$ cat config.mk
export PLATFORM = sky130hd
export DESIGN_NAME = store_narrow_buffer
export DESIGN_NICKNAME = d
export VERILOG_FILES = /design/src/rtl/store_pkg.sv /design/src/rtl/store_lane_pack.sv /design/src/rtl/store_narrow_buffer.sv
export SDC_FILE = /design/constraint.sdc
export NUM_CORES = 1
export LEC_CHECK = 0
export BUFFER_PORTS_ARGS = -buffer_cell sky130_fd_sc_hd__buf_2
export CORE_MARGIN = 4
export CORE_UTILIZATION = 40
export CTS_BUF_LIST = sky130_fd_sc_hd__clkbuf_8
export CTS_CLUSTER_DIAMETER = 120
export DETAILED_ROUTE_END_ITERATION = 8
export PLACE_DENSITY = 0.59
export SETUP_SLACK_MARGIN = 0.1
export SKIP_CTS_REPAIR_TIMING = 1
export SYNTH_ARGS = -nofsm -noshare
export SYNTH_HDL_FRONTEND = slang
export SYNTH_HIERARCHICAL = 1
export SYNTH_SLANG_ARGS = --single-unit
$ cat constraint.sdc
create_clock -name clk -period 2 [get_ports clk]
set_clock_uncertainty 0.2 [all_clocks]
set_input_delay 0.3 -clock clk [delete_from_list [all_inputs] [get_ports clk]]
set_output_delay 0.3 -clock clk [all_outputs]
set_load 0.1 [all_outputs]
$ cat src/rtl/store_pkg.sv
// Shared definitions for the store narrowing buffer.
//
// Contents:
//   st_size_e      - encodings of the st_size field (sb / sh / sw / reserved)
//   store_entry_t  - one buffered memory write {addr, wdata, be}
//   pack_lanes     - turns a right-aligned register store into a
//                    lane-replicated word write with byte enables
//   is_misaligned  - true when a half/word store is not naturally aligned
//
// Misaligned half/word stores are force-aligned by pack_lanes because it
// never looks at the address bits below the access size.
package store_pkg;

    typedef enum logic [1:0] {
        SIZE_BYTE = 2'b00,
        SIZE_HALF = 2'b01,
        SIZE_WORD = 2'b10,
        SIZE_RSVD = 2'b11
    } st_size_e;

    typedef struct packed {
        logic [29:0] addr;
        logic [31:0] wdata;
        logic [3:0]  be;
    } store_entry_t;

    // Reserved size 11 falls into the default arm and behaves as a word.
    function automatic store_entry_t pack_lanes(input logic [31:0] addr,
                                                input logic [31:0] data,
                                                input logic [1:0]  size);
        store_entry_t e;
        e.addr = addr[31:2];
        case (st_size_e'(size))
            SIZE_BYTE: begin
                e.wdata = {4{data[7:0]}};
                e.be    = 4'b0001 << addr[1:0];
            end
            SIZE_HALF: begin
                e.wdata = {2{data[15:0]}};
                e.be    = addr[1] ? 4'b1100 : 4'b0011;
            end
            default: begin
                e.wdata = data;
                e.be    = 4'b1111;
            end
        endcase
        return e;
    endfunction

    function automatic logic is_misaligned(input logic [1:0] addr_lo,
                                           input logic [1:0] size);
        logic mis;
        case (st_size_e'(size))
            SIZE_BYTE: mis = 1'b0;
            SIZE_HALF: mis = addr_lo[0];
            default:   mis = (addr_lo != 2'b00);
        endcase
        return mis;
    endfunction

endpackage

$ cat src/rtl/store_lane_pack.sv
// Combinational lane packer sitting on the enqueue path of the buffer.
//
// Ports:
//   addr       in  [31:0]  byte address of the store
//   data       in  [31:0]  register value, right-aligned
//   size       in  [1:0]   st_size encoding
//   word_addr  out [29:0]  word address (addr[31:2])
//   wdata      out [31:0]  lane-replicated write data
//   be         out [3:0]   byte enables, bit i = byte lane i
//   misaligned out         only with STORE_MISALIGN_TRAP_EN: store is not
//                          naturally aligned for its size
//
// Configuration macro: STORE_MISALIGN_TRAP_EN
module store_lane_pack
    import store_pkg::*;
(
    input  logic [31:0] addr,
    input  logic [31:0] data,
    input  logic [1:0]  size,
    output logic [29:0] word_addr,
    output logic [31:0] wdata,
    output logic [3:0]  be
`ifdef STORE_MISALIGN_TRAP_EN
    ,
    output logic        misaligned
`endif
);

    store_entry_t packed_entry;

    // All narrowing rules live in the package function so the struct layout
    // and the lane rules stay in one place.
    always_comb begin
        packed_entry = pack_lanes(addr, data, size);
        word_addr    = packed_entry.addr;
        wdata        = packed_entry.wdata;
        be           = packed_entry.be;
    end

`ifdef STORE_MISALIGN_TRAP_EN
    always_comb begin
        misaligned = is_misaligned(addr[1:0], size);
    end
`endif

endmodule

$ cat src/rtl/store_narrow_buffer.sv
// Store buffer that narrows sb/sh/sw register stores into word-wide memory
// writes and queues them in FIFO order toward data memory.
//
// Ports:
//   clk, rst_n     clock (rising edge) and asynchronous active-low reset
//   st_valid/ready store request handshake; ready is simply "not full"
//   st_addr        byte address, st_data right-aligned value, st_size size
//   mem_valid/ready head-of-queue handshake toward data memory
//   mem_addr       word address, mem_wdata lane-replicated data, mem_be enables
//   buf_empty      no entries held
//   misalign_err   only with STORE_MISALIGN_TRAP_EN: one-cycle registered
//                  pulse after a misaligned store was accepted and dropped
//
// Configuration macro: STORE_MISALIGN_TRAP_EN
// Without it misaligned half/word stores are force-aligned.
module store_narrow_buffer
    import store_pkg::*;
#(
    parameter int DEPTH = 4
) (
    input  logic        clk,
    input  logic        rst_n,
    input  logic        st_valid,
    output logic        st_ready,
    input  logic [31:0] st_addr,
    input  logic [31:0] st_data,
    input  logic [1:0]  st_size,
    output logic        mem_valid,
    input  logic        mem_ready,
    output logic [29:0] mem_addr,
    output logic [31:0] mem_wdata,
    output logic [3:0]  mem_be,
    output logic        buf_empty
`ifdef STORE_MISALIGN_TRAP_EN
    ,
    output logic        misalign_err
`endif
);

    localparam int PTR_W = $clog2(DEPTH);
    localparam int CNT_W = PTR_W + 1;
    localparam logic [CNT_W-1:0] FULL_COUNT = CNT_W'(DEPTH);

    store_entry_t     entries [DEPTH];
    store_entry_t     head_entry;
    store_entry_t     new_entry;
    logic [PTR_W-1:0] wr_ptr;
    logic [PTR_W-1:0] rd_ptr;
    logic [CNT_W-1:0] count;
    logic             full;
    logic             push;
    logic             pop;
    logic             enq;
    logic [29:0]      pack_addr;
    logic [31:0]      pack_wdata;
    logic [3:0]       pack_be;

`ifdef STORE_MISALIGN_TRAP_EN
    logic             pack_misaligned;
`endif

    store_lane_pack u_lane_pack (
        .addr       (st_addr),
        .data       (st_data),
        .size       (st_size),
        .word_addr  (pack_addr),
        .wdata      (pack_wdata),
        .be         (pack_be)
`ifdef STORE_MISALIGN_TRAP_EN
        ,
        .misaligned (pack_misaligned)
`endif
    );

    // Handshakes. Since st_ready is only !full, a full buffer refuses a push
    // even when the head pops in the same cycle. A misaligned store in trap
    // mode completes its handshake but never reaches the queue.
    always_comb begin
        full       = (count == FULL_COUNT);
        st_ready   = !full;
        mem_valid  = (count != '0);
        buf_empty  = (count == '0);
        push       = st_valid && st_ready;
        pop        = mem_valid && mem_ready;
`ifdef STORE_MISALIGN_TRAP_EN
        enq        = push && !pack_misaligned;
`else
        enq        = push;
`endif
        new_entry  = '{addr: pack_addr, wdata: pack_wdata, be: pack_be};
        head_entry = entries[rd_ptr];
        mem_addr   = head_entry.addr;
        mem_wdata  = head_entry.wdata;
        mem_be     = head_entry.be;
    end

    // Entry storage carries no reset; count governs which slots are live,
    // so stale contents are never presented after a reset.
    always_ff @(posedge clk) begin
        if (enq) begin
            entries[wr_ptr] <= new_entry;
        end
    end

    // Pointers wrap naturally because DEPTH is a power of two.
    always_ff @(posedge clk or negedge rst_n) begin
        if (!rst_n) begin
            wr_ptr <= '0;
            rd_ptr <= '0;
        end else begin
            if (enq) begin
                wr_ptr <= wr_ptr + 1'b1;
            end
            if (pop) begin
                rd_ptr <= rd_ptr + 1'b1;
            end
        end
    end

    // Occupancy: a simultaneous enqueue and pop leaves it unchanged.
    always_ff @(posedge clk or negedge rst_n) begin
        if (!rst_n) begin
            count <= '0;
        end else begin
            case ({enq, pop})
                2'b10:   count <= count + 1'b1;
                2'b01:   count <= count - 1'b1;
                default: count <= count;
            endcase
        end
    end

`ifdef STORE_MISALIGN_TRAP_EN
    // One-cycle registered flag for a dropped misaligned store.
    always_ff @(posedge clk or negedge rst_n) begin
        if (!rst_n) begin
            misalign_err <= 1'b0;
        end else begin
            misalign_err <= push && pack_misaligned;
        end
    end
`endif

endmodule

=== Word level (Yosys, flattened, before mapping) ===
Memories as Yosys holds them, arrays and structs flattened.
Cells that the tools add are included.

* Output and inout bits: 69
* Memory bits (writable): 264
* Register bits after elaboration: 7
* Memories kept: 1
* Input port bits: 70

* Shifts and indexed selects: 1
* Add/subtract/negate cells: 4
* Equal/unequal tests: 4
* Muxes and demuxes: 5
* Reduce and logical (&&, ||, !) cells: 7

{| class="wikitable"
|+ Memory list
! name !! depth !! bits a word !! read ports !! clocked after Yosys merged registers in !! write ports !! line !! RTL
|-
| entries || 4 || 66 || 1 || 0 || 1 || store_narrow_buffer.sv:44 || <nowiki>store_entry_t entries [DEPTH];</nowiki>
|}

{| class="wikitable"
|+ Operators by type and width
! kind !! number
|-
| one-hot mux 36 bit (2 select lines) || 1
|-
| one-hot mux 3 bit (2 select lines) || 1
|-
| adder 2 x 1 -> 2 bit (second input constant) || 2
|-
| equality test 2 x 1 -> 1 bit (second input constant) || 2
|-
| 2-to-1 mux 4 bit || 1
|-
| << shifter 1 x 2 -> 4 bit (first input constant) || 1
|-
| adder 3 x 1 -> 3 bit (second input constant) || 1
|-
| equality test 3 bit (second input constant) || 1
|-
| logical NOT 3 bit || 1
|-
| nonzero test 3 bit || 1
|-
| subtractor 3 x 1 -> 3 bit (second input constant) || 1
|-
| equality test 2 bit (second input constant) || 1
|-
| logical AND 1 bit || 2
|-
| logical NOT 2 bit || 1
|-
| 2-to-1 mux 1 bit || 2
|-
| nonzero test 2 bit || 1
|-
| logical NOT 1 bit || 1
|}

=== Depth between registers and ports, before layout ===
Gate-level depths: netlist of run 1.

* Depth after elaboration: 5
* Gate-level depth with buffers: 9
* Depth with buffers taken out: 9

=== By module ===
Netlist of run 1, hierarchy kept.

{| class="wikitable"
|+ By module, submodules not included
! module !! cells an instance !! area an instance (µm²) !! times used
|-
| store_narrow_buffer || 383 || 9954.5 || 1
|-
| store_lane_pack || 90 || 757.0 || 1
|}

=== Worst setup path after synthesis of run 1 ===
No wires, ideal clock.

* Kind: flip-flop to flip-flop
* Start: register count[0]
* End: register count[2]
* Stages on the path, launching flop included: 10
* Path slack: -486 ps
* Setup time: 79 ps
* Arrival: 2206 ps
* Period minus slack after synthesis: 2486 ps
* Cell sequence: dfrtp_1 > or3b_4 > and2_4 > inv_1 > ha_1 > inv_1 > fa_1 > xor2_1 > nor2_1 > xor2_1

* Longest elaborated chain between the ends: 5
* Elaborated cells between the ends (all ways): 11

{| class="wikitable"
|+ RTL lines
! item !! line !! RTL
|-
| from (decl) || store_narrow_buffer.sv:49 || <nowiki>logic [CNT_W-1:0] count;</nowiki>
|-
| from (signal assigned) || store_narrow_buffer.sv:126 || <nowiki>2'b10: count <= count + 1'b1;</nowiki>
|-
| from (signal assigned) || store_narrow_buffer.sv:127 || <nowiki>2'b01: count <= count - 1'b1;</nowiki>
|-
| from (signal assigned) || store_narrow_buffer.sv:128 || <nowiki>default: count <= count;</nowiki>
|-
| equality test 3 bit * || store_narrow_buffer.sv:79 || <nowiki>full = (count == FULL_COUNT);</nowiki>
|-
| logical NOT 1 bit * || store_narrow_buffer.sv:80 || <nowiki>st_ready = !full;</nowiki>
|-
| via st_ready || store_narrow_buffer.sv:24 || <nowiki>output logic st_ready,</nowiki>
|-
| logical AND 1 bit * || store_narrow_buffer.sv:83 || <nowiki>push = st_valid && st_ready;</nowiki>
|-
| equality test 2 x 1 -> 1 bit / equality test 2 bit (equally long branches) || store_narrow_buffer.sv:125 || <nowiki>case ({enq, pop})</nowiki>
|-
| one-hot mux 3 bit (2 select lines) / nonzero test 2 bit (equally long branches) || - ||
|}

Mark *: on every way through the listed nets, which the timed path passes. The rest lies on a longest branch.
A chain may end at the register's enable or synchronous reset.

=== Worst setup path after layout of run 1 ===
* Start: register rd_ptr[0]
* End: output port mem_addr[18]

* Longest elaborated chain between the ends: 1

{| class="wikitable"
|+ RTL lines
! item !! line !! RTL
|-
| from (decl) || store_narrow_buffer.sv:48 || <nowiki>logic [PTR_W-1:0] rd_ptr;</nowiki>
|-
| from (signal assigned) || store_narrow_buffer.sv:115 || <nowiki>rd_ptr <= rd_ptr + 1'b1;</nowiki>
|-
| memory (4 x 66 bit) || - ||
|-
| to (decl) || store_narrow_buffer.sv:30 || <nowiki>output logic [29:0] mem_addr,</nowiki>
|}

Every way passes these cells.

==> results of run 1 <==
-- sequential cells by signal, indices dropped and copies added, names as in the netlist --
register	count
wr_ptr	2
count	3
rd_ptr	2
entries	264
-- per-layer routing --
layer,GRT usage,part of all wire,wire [um]
met5,0,0,0
met2,0.255,0.51,12700
met1,0.189,0.42,10400
met4,0.0379,0.015,378
met3,0.0430,0.050,1250
-- worst max-delay path, stage by stage (launching register included) --
cell       delay, ns
dfrtp_4         0.46
buf_12          0.15
clkbuf_16       0.18
mux4_2          0.53
buf_6           0.21
-- worst max path at each step --
stage	from	to	slack, ns	cells after the start
6_report	rd_ptr[0]	mem_addr[18]	-0.57	4
3_5_place_dp	count[1]	count[2]	-0.18	9
4_1_cts	rd_ptr[0]	mem_wdata[8]	-0.69	3
5_1_grt	rd_ptr[0]	mem_addr[4]	-0.64	4
3_3_place_gp	count[1]	count[2]	-0.13	9
2_1_floorplan	count[0]	count[2]	-0.39	9
-- layout make-up --
class / instances / area (sq um)
Antenna cell: 1 / 2.50
Clock buffer: 48 / 661
Clock inverter: 37 / 190
Fill cell: 2031 / 11800
Inverter: 8 / 33.8
Multi-Input combinational cell: 140 / 2210
Sequential cell: 271 / 8110
Tap cell: 335 / 419
Timing Repair Buffer: 263 / 2820
-- stage by stage --
step | util | setup TNS [ns] | hold WS [ns]
floorplan | - | -32.64 | -0.196
global placement | 0.455 | -2.87 | -0.0461
detailed placement | 0.455 | -3.40 | -0.0424
CTS | 0.487 | -43.49 | -0.627
global route | 0.551 | -40.89 | 0.00839
finish | 0.551 | -35.67 | 0.0385
-- kinds of logic (layout without fill, tap and decap cells) --
family,after synthesis,count (layout),share of synthesized area
AOI/OAI and AO/OA,13,13,0.0103
xor gates and xnor gates,6,6,0.00491
adders and majority gates,6,6,0.00771
buffers and inverters,65,356,0.0430
DFF,271,271,0.756
muxes,92,92,0.166
other,0,1,0
and+or+nand+nor,20,23,0.0116
-- layout by cell type (no fill, tap or decap), types with 2 or more instances in the layout --
master,count
dfrtp_4,2
edfxtp_1,264
dlygate4sd3_1,65
buf_12,25
clkinv_1,9
xor2_1,3
clkbuf_16,12
nand2_1,9
o21ai_2,8
inv_6,2
ha_1,4
buf_4,20
buf_2,69
and3_4,7
mux4_2,66
clkinv_2,9
xnor2_1,3
inv_2,2
mux2_2,16
buf_16,3
dfrtp_1,5
buf_8,4
o21bai_1,2
buf_6,65
clkbuf_8,48
mux2i_1,9
clkinvlp_4,2
nor2_1,2
a21o_1,2
inv_1,20
==> results.md, run 1 <==
- Status: complete, but fails checks
- Failing checks: setup timing
- Syn nets: 549
- Hold path cells: 3
- Reg-to-reg slack, setup: -0.20 ns
- Port bufs: 138
- Count of distinct cell types in the synthesized netlist: 29
- Min cycle time layout: 2.57 ns
- Core Footprint: 26200 sq um
- FF-to-FF path depth: 9
- Syn_area_per_cell: 22.6 sq um
- Vias in the first global route: 5713
- Post-synth top cells: edfxtp_1 (264), mux4_2 (64), buf_4 (38), mux2_2 (16)
- Placement Cell Area: 11900 sq um
- Chip height: 172 um
- Critical path class: flop to primary output
- Die ar.: 29500 sq um
- Top cell type's share of synthesized area: 0.740
- CP endpoint kind: primary output
- Largest net degree at the start of global routing: 34
- Synthesized netlist cell count: 473
- Number of flops mapped to enable cells by yosys: 264
- DRT Pass-1 Iters: 4
- Finished Layout Cells: 1103
- Synth-to-layout area growth: 34.9%
- Routability congestion estimate: 0.692
- Hold Vio Cnt, Final: 0
- CTS sink cnt: 271
- Final HPWL DP: 14200 um
- Final worst setup slack: -0.569 ns
- First-pass GRT wire length: 33100 um
- Via count: 5590
- Root buffer cell: clkbuf_8
- Max-cap violations: 0
- Share of cells above drive strength 1: 0.482
- Most common cell in the netlist: edfxtp_1
- Io pins: 139
- Final setup viols: 71
- Post-DRT Antenna Nets: 0
- Number of nets in the layout: 806
- Initial DRC Count: 350
- Overflow after GRT: 0
- # rows: 59
- RR Endpoint: count[2]
- CP Launch Type: flop
- Starting Density: 0.409
- Synthesis-stage register bit count: 271
- Max-slew headroom: 0.727
- TritonCTS clock tree: yes
- Area contributors post-synth: edfxtp_1 (74%), mux4_2 (13%), buf_4 (2.7%)
- CP Data Required Time: 1.50 ns
- Chip width: 172 um
- CP Max Fanout: 8
- Drt via density: 5.07
- Unrepaired setup endpoints after global routing: true
- Arrival time worst endpoint: 2.07 ns
- CTS H-Tree Depth: 2
- Ys flop type: edfxtp_1
- Final period utilization: 1.28
- Clock slew at reported path FFs: 0.06 ns
- Wirelength per Cell: 22.4 um
- Slew Limit Fails: 0
- Ys async rst share: 0.0258
- Initial antenna violation count: 1
- Sequential fraction of the synthesis area: 0.756
- Peak Freq: 389 MHz
- Post-Syn Area: 10700 sq um
- Post-route design area: 14400 sq um
- Cell taking the most area after synthesis: edfxtp_1
- Hold_sp: st_addr[0]
- DRC viols: 0
- Clk_lat worst skew: 0.53 ns
- GRT Util Overall: 0.149
- Cell count after placement: 919
- Placement Setup Slack: -0.178 ns
- TritonCTS buffer count: 46
- Worst Hold End: entries[2][2]
- Yosys Warn Count: 6
- Final wirelength: 24700 um
- Clock Tree Buf Depth: 3
- Reg2Reg Launch Point: count[1]
- Min-Delay Path Class: input port to flop
- Slew @ Worst Pin: 0.409 ns
Power of run 1 is left out: the tool's default activity adds up to more than one toggle a clock period on the data nets, which glitch-free logic cannot reach.
==> run 2, diff against run 1 <==
--- a/config.mk
+++ b/config.mk
@@ -11,6 +11,7 @@
 export CTS_BUF_LIST = sky130_fd_sc_hd__clkbuf_8
 export CTS_CLUSTER_DIAMETER = 120
 export DETAILED_ROUTE_END_ITERATION = 8
+export MAX_ROUTING_LAYER = met4
 export PLACE_DENSITY = 0.59
 export SETUP_SLACK_MARGIN = 0.1
 export SKIP_CTS_REPAIR_TIMING = 1
==> results.md, run 2 (synthesis results as in run 1) <==
- Post-route design area: 14400 sq um (unchanged)
- Post-DRT Antenna Nets: 0 (unchanged)
- Final worst setup slack: -0.573 ns (was -0.569 ns)
- Synth-to-layout area growth: 34.9% (unchanged)
- Number of flip-flops in the largest register: 264 (unchanged)
- Min-Delay Path Class: input port to flop (unchanged)
- Initial DRC Count: 377 (was 350)
- Root buffer cell: clkbuf_8 (unchanged)
- CTS H-Tree Depth: 2 (unchanged)
- # rows: 59 (unchanged)
- Share of cells above drive strength 1: 0.482 (unchanged)
- Clock slew at reported path FFs: 0.06 ns (about the same)
- Port bufs: 138 (unchanged)
- First-pass GRT wire length: 33000 um (was 33100 um)
- Max-cap violations: 0 (unchanged)
- Clk_lat worst skew: 0.52 ns (was 0.53 ns)
- Failing checks: setup timing (unchanged)
- Min cycle time layout: 2.57 ns (about the same)
- Hold Vio Cnt, Final: 0 (unchanged)
- Status: complete, but fails checks (unchanged)
- DRC viols: 0 (unchanged)
- Biggest register: entries (unchanged)
- Starting Density: 0.409 (unchanged)
- Placement Setup Slack: -0.178 ns (unchanged)
- Clock Tree Buf Depth: 3 (unchanged)
- Overflow after GRT: 0 (unchanged)
- Initial antenna violation count: 1 (unchanged)
- DRT Pass-1 Iters: 6 (was 4)
- Io pins: 139 (unchanged)
- CTS sink cnt: 271 (unchanged)
- Arrival time worst endpoint: 2.07 ns (about the same)
- Final wirelength: 24600 um (was 24700 um)
- Die ar.: 29500 sq um (unchanged)
- CP Launch Type: flop (unchanged)
- Final period utilization: 1.29 (was 1.28)
- Leading cell type in the layout, fill and taps excluded: edfxtp_1 (unchanged)
- Unrepaired setup endpoints after global routing: true (unchanged)
- Top flop regs: entries (264), count (3) (unchanged)
- Vias in the first global route: 5722 (was 5713)
- Commonest non-fill, non-tap cells in the layout: edfxtp_1 (264), buf_2 (69), mux4_2 (66), buf_6 (65), dlygate4sd3_1 (65) (unchanged)
- Wirelength per Cell: 22.3 um (was 22.4 um)
- Slew Limit Fails: 0 (unchanged)
- GRT Util Overall: 0.154 (was 0.149)
- Final setup viols: 71 (unchanged)
- Via count: 5554 (was 5590)
- CP Data Required Time: 1.50 ns (about the same)
- Slew @ Worst Pin: 0.406 ns (was 0.409 ns)
- Drt via density: 5.04 (was 5.07)
- Core Footprint: 26200 sq um (unchanged)
- Critical path class: flop to primary output (unchanged)
- Chip height: 172 um (unchanged)
- Largest net degree at the start of global routing: 34 (unchanged)
- Final HPWL DP: 14200 um (unchanged)
- Peak Freq: 389 MHz (about the same)
- Cell count after placement: 919 (unchanged)
- TritonCTS buffer count: 46 (unchanged)
- Placement Cell Area: 11900 sq um (unchanged)
- CP Max Fanout: 8 (unchanged)
- Finished Layout Cells: 1103 (unchanged)
- TNS Setup: -35.65 ns (was -35.67 ns)
- Chip width: 172 um (unchanged)
- Max-slew headroom: 0.729 (was 0.727)
- Routability congestion estimate: 0.700 (was 0.692)
- TritonCTS clock tree: yes (unchanged)
- Number of nets in the layout: 806 (unchanged)
- CP endpoint kind: primary output (unchanged)
==> run 2: cell counts in the layout (fill, tap and decap cells not counted) <==
No cell type changed its count.
==> run 2: path summary, 6_finish.rpt <==
kind	from	endpoint	slack, ns	cells after the start
min	st_addr[0]	entries[2][2]	0.04	3
min in group asynchronous	rst_n	rd_ptr[0]	0.58	3
min reg2reg	count[2]	count[2]	0.38	2
max in group asynchronous	rst_n	rd_ptr[1]	0.70	3
max reg2reg	count[1]	count[2]	-0.20	9
max	rd_ptr[0]	mem_addr[4]	-0.57	4
==> run 2: metal layers <==
layer | global-route usage | vias to the layer above | wire length, um
li1 | - | 2451 | -
met1 | 0.191 | 2903 | 10500
met2 | 0.256 | 160 | 12500
met3 | 0.0395 | 40 | 1210
met4 | 0.0379 | 0 | 384
met5 | - | - | 0
==> run 2: metrics by stage <==
step | util | hold slack, ns
after floorplan | - | -0.196
after global placement | 0.455 | -0.0461
after detailed placement | 0.455 | -0.0424
after CTS | 0.487 | -0.627
after global routing | 0.551 | 0.00981
final | 0.551 | 0.0421
==> run 2: layout make-up <==
cell class	instances	area, sq um
timing repair buffer	263	2820
multi-input combinational	140	2210
antenna	1	2.50
fill	2036	11800
inverter	8	33.8
clock inverter	37	190
tap	335	419
clock buffer	48	661
sequential	271	8110
==> run 2: worst max-delay path: stages (launching register included) <==
cell and delay, ns:
dfrtp_4 0.47, buf_12 0.15, clkbuf_16 0.18, mux4_2 0.53
buf_6 0.21
Power of run 2 is left out for the same reason.
